### config.mk
export PLATFORM = sky130hd
export DESIGN_NAME = writeback_regfile
export DESIGN_NICKNAME = d
export VERILOG_FILES = /design/src/rtl/writeback_regfile.sv
export SDC_FILE = /design/constraint.sdc
export NUM_CORES = 2
export LEC_CHECK = 0
export ABC_AREA = 1
export CAP_MARGIN = 20
export CORE_MARGIN = 2
export CORE_UTILIZATION = 50
export DETAILED_ROUTE_END_ITERATION = 10
export GPL_TIMING_DRIVEN = 1
export HOLD_SLACK_MARGIN = 0.03
export MAX_ROUTING_LAYER = met4
export PLACE_DENSITY = 0.67
export SYNTH_ARGS = -nofsm -noshare
export SYNTH_HDL_FRONTEND = slang
export SYNTH_SLANG_ARGS = --single-unit
### constraint.sdc
create_clock -name clk -period 3.6 [get_ports clk]
set_clock_uncertainty 0.15 [all_clocks]
set_input_delay 0.54 -clock clk [delete_from_list [all_inputs] [get_ports clk]]
set_output_delay 0.54 -clock clk [all_outputs]
set_load 0.05 [all_outputs]
### src/rtl/writeback_regfile.sv
// Writeback stage plus register file: selects the writeback value, commits it and counts commits.
// Latency: wb_data and DR1/DR2 combinational; a commit is visible on the reads from the next cycle.
// Backpressure: none, a write is accepted every cycle. Optional macro WB_BYPASS_EN adds write-to-read bypass.
module writeback_regfile #(
    parameter int DATA_W = 32,
    parameter int ADDR_W = 5
) (
    input  logic              clk,
    input  logic              rst,
    input  logic              regwrite,
    input  logic              memtoreg,
    input  logic [DATA_W-1:0] res,
    input  logic [DATA_W-1:0] dato,
    input  logic [ADDR_W-1:0] AW,
    input  logic [ADDR_W-1:0] AR1,
    input  logic [ADDR_W-1:0] AR2,
    output logic [DATA_W-1:0] DR1,
    output logic [DATA_W-1:0] DR2,
    output logic [DATA_W-1:0] wb_data,
    output logic [31:0]       wb_count
);

    localparam int NREG = 1 << ADDR_W;

    logic [DATA_W-1:0] regs [NREG];
    logic [31:0]       wb_count_q;
    logic              commit;

    assign wb_data  = memtoreg ? dato : res;
    assign commit   = regwrite && (AW != '0);
    assign wb_count = wb_count_q;

    // Reset wins over a simultaneous write, so the write is neither stored nor counted.
    always_ff @(posedge clk) begin
        if (rst) begin
            for (int i = 0; i < NREG; i++) begin
                regs[i] <= '0;
            end
            wb_count_q <= '0;
        end else if (commit) begin
            regs[AW]   <= wb_data;
            wb_count_q <= wb_count_q + 32'd1;
        end
    end

`ifdef WB_BYPASS_EN
    logic bypass_en;
    assign bypass_en = regwrite && !rst && (AW != '0);
`endif

    // Register 0 is hardwired to zero and never bypassed.
    always_comb begin
        DR1 = (AR1 == '0) ? '0 : regs[AR1];
        DR2 = (AR2 == '0) ? '0 : regs[AR2];
`ifdef WB_BYPASS_EN
        if (bypass_en && (AR1 == AW)) DR1 = wb_data;
        if (bypass_en && (AR2 == AW)) DR2 = wb_data;
`endif
    end

endmodule

==> qor_table.md <==
| Result | Reported |
|:---|:---|
| Status | finished, final reports clean |
| Routed Antenna Nets | 0 |
| Layout cells sized above 1 | 8.653% |
| Most used standard cell by instance count after synthesis | sky130_fd_sc_hd__nand2_1 |
| Portion of the post-synthesis area used by sequential elements | 53.80% |
| Sequence of cells on the critical path | buf_8, inv_8, buf_4, nand2_1, nand3_1, nand3_1, nand2_1, nand2_1, nand2_1, nor2_1, nor2_1, buf_12 |
| Chip Height | 345.6 um |
| # hold bufs at CTS | 0 |
| Final instance count without filler cells | 9212 |
| Total internal power | 22.69 mW |
| Clock-pin slew on the worst setup and hold paths | 0.06 ns |
| Number of synthesized register bits | 1056 |
| RSZ-0062 raised after global routing | no |
| Flop pwr share | 45.5% |
| Count of flip-flops with a built-in enable after synthesis | 1024 |
| Count of synthesis-stage warnings from yosys | 0 |
| Maximum capacitance violations | 0 |
| Power per standard cell area | 470.2 nW/um^2 |
| Hold depth | 2 |
| Die Width | 345.6 um |
| Sort of element at the end of the critical path | primary output |
| Most frequently used flop master after synthesis | sky130_fd_sc_hd__edfxtp_1 |
| Required time worst endpoint | 2.91 ns |
| CP max stage cell | sky130_fd_sc_hd__nor2_1 |
| Post-Place Cells | 9000 |
| Cell variety after synth | 24 |
| DR vias | 56200 |
| Setup violations, final | 0 |
| CTS tree | done |
| Number of iterations in the first detailed-routing pass | 7 |
| CTS H-Tree Depth | 3 |
| Peak supply drop | 0.3729 mV |
| Master cell of the clock root buffer | sky130_fd_sc_hd__clkbuf_16 |
| Final global-route overflow total | 0 |
| Type of the setup path with the least slack | input pin to primary output |
| Cells resized by post-CTS repair | 0 |
| Slew Limit Headroom | 31.38% |
| Static leakage | 28.56 nW |
| Effective utilization at floorplan | 50.35% |
| Achievable frequency | 0.2890 GHz |
| Area growth syn-to-layout | 16.01% |
| Count of port buffers added during placement | 210 |
| Switching pwr | 9.139 mW |
| DIE AREA | 119400 um^2 |
| Crit start category | input pin |
| Total clock sinks | 1056 |
| Transition time at the pin with the least slew margin | 1.029 ns |
| Area of the mapped netlist | 58350 um^2 |
| Final hold violation count | 0 |
| Synth top area share | 52.70% |
| Part of the cycle the worst path needs | 96.11% |
| Delay of the slowest critical-path stage | 0.43 ns |
| Cell mode on critical path | sky130_fd_sc_hd__nand2_1 |
| Critical-path maximum fanout | 32 |
| Total global-route track usage | 37.47% |
| Clock Power Share | 37.7% |
| Core box area | 115900 um^2 |
| Setup repair bufs after CTS | 0 |
| Cells after Synth | 7567 |
| Estimated wirelength of the detail-placed design | 136100 um |
| Post-route total power | 31.83 mW |
| Largest net degree at the start of global routing | 85 |
| Net count of the finished layout | 7677 |
| Wire length per cell | 24.12 um |
| Wire length of the first global-routing pass | 328900 um |
| Switching fraction of total power | 28.71% |
| Number of ports placed on the die boundary | 211 |
| Most frequent cells after synthesis | 2639 x sky130_fd_sc_hd__nand2_1, 1444 x sky130_fd_sc_hd__nand3_1, 1326 x sky130_fd_sc_hd__nor2_1 |
| DRC Markers | 0 |
| DR iter-0 viols | 9559 |
| Global placer's final weighted congestion | 1.013 |
| Number of max-slew violations in the final report | 0 |
| Length in cells of the worst reg-to-reg path | 8 |
| WP data arrival | 2.77 ns |
| Number of antenna violations at the first check in global routing | 1 |
| Routed wire length | 222200 um |
| Cts bufs inserted | 115 |
| Library cell occupying the most area in the post-synthesis netlist | sky130_fd_sc_hd__edfxtp_1 |
| CTS Buffer Depth | 3 |
| Worst min path class | register to register |
| Min Tclk post-route | 3.460 ns |
| Proportion of power drawn by combinational gates | 16.8% |
| Number of core rows | 125 |
| Final TNS setup | 0 ns |
| Biggest area contributors in the synthesized netlist | sky130_fd_sc_hd__edfxtp_1 53%, sky130_fd_sc_hd__nand2_1 17%, sky130_fd_sc_hd__nand3_1 12%, sky130_fd_sc_hd__nor2_1 8.5%, sky130_fd_sc_hd__clkbuf_1 2.5% |
| Share of flip-flops with an asynchronous set or reset | 0% |
| Later-pin clock latency in the skew report | 0.72 ns |
| Avg Cell Area, Syn | 7.711 um^2 |
| Vias in the first global route | 53020 |
| Routed vias/inst | 6.100 |
## power groups by stage
| stage | logic (mW) | registers (mW) | clock network, mW |
|---|---|---|---|
| finish | 5.34 | 14.5 | 12.0 |
| global route | 5.63 | 14.6 | 12.5 |
| CTS | 5.19 | 14.5 | 12.0 |
| detailed placement | 5.17 | 14.7 | 0 |
| global placement | 5.11 | 14.7 | 0 |
| floorplan | 2.96 | 14.6 | 0 |
## layout by cell type (no fill, tap or decap), drive strengths merged, types with 3 or more instances in the layout
cell type      netlist  final
nor2              1327   1327
nand3             1444   1444
nor3                13     13
o211ai              27     27
conb                 1     32
buf                256    406
inv                151    153
clkbuf             391    137
a21oi              110    110
nand2             2639   2639
dfxtp               32     32
o21ai              135    135
edfxtp            1024   1024
xor2                 3      3
clkdlybuf4s50        0    119
nand4                8      8
clkinv               2     48
clkinvlp             0     10
bufinv               0     14
diode                0      3
## routing by layer
layer	share of wire (%)	track usage, %
met5	0	-
met4	5.4	18.59
met3	13	7.880
met2	44	56.09
met1	37	48.49
## metrics by stage
step | utilization, % | hold slack (ns) | setup WS (ns) | area, um^2
after global routing | 58.40 | 0.3790 | 0.02853 | 67690
after floorplan | - | 0.5422 | 0.5803 | 58460
after global placement | 55.16 | 0.3501 | 0.2153 | 63920
after CTS | 58.40 | 0.3587 | 0.2886 | 67680
after detailed placement | 55.16 | 0.3453 | 0.1483 | 63920
final | 58.41 | 0.3578 | 0.1399 | 67690
## cells by family (layout without fill, tap and decap cells)
kind of cell	Yosys count	after routing	synth area share, %
and+or+nand+nor	5432	5432	38.11
DFF	1056	1056	53.80
buffers and inverters	800	887	5.541
AOI/OAI and AO/OA	273	273	2.462
xor gates and xnor gates	4	4	0.06005
adders and majority gates	1	1	0.02144
other	1	35	0.006427
## worst max-delay path, delay by kind of cell
kind | cells | cell delay, ns
buffers and inverters | 4 | 1.00
and+or+nand+nor | 8 | 1.17
## final timing paths
kind,from,end,slack (ns)
min reg2reg,wb_count[2],wb_count[2],0.36
min,wb_count[2],wb_count[2],0.36
max reg2reg,wb_count[1],wb_count[28],1.55
max,AR1[0],DR1[24],0.14
## area by class of cell
| cell class | instances | area [um^2] |
|---|---|---|
| sequential | 1056 | 31390 |
| clock inverter | 72 | 711.9 |
| inverter | 153 | 614.3 |
| timing repair buffer | 525 | 5821 |
| clock buffer | 137 | 3045 |
| antenna | 3 | 7.507 |
| fill | 10150 | 48200 |
| multi-input combinational | 5742 | 24190 |
| tap | 1524 | 1907 |
## flip-flops by register name, summed over array words and instances, names as in the netlist
| signal | flops |
|---|---|
| wb_count | 32 |
| regs | 1024 |
(Power assumes the default switching activity.)
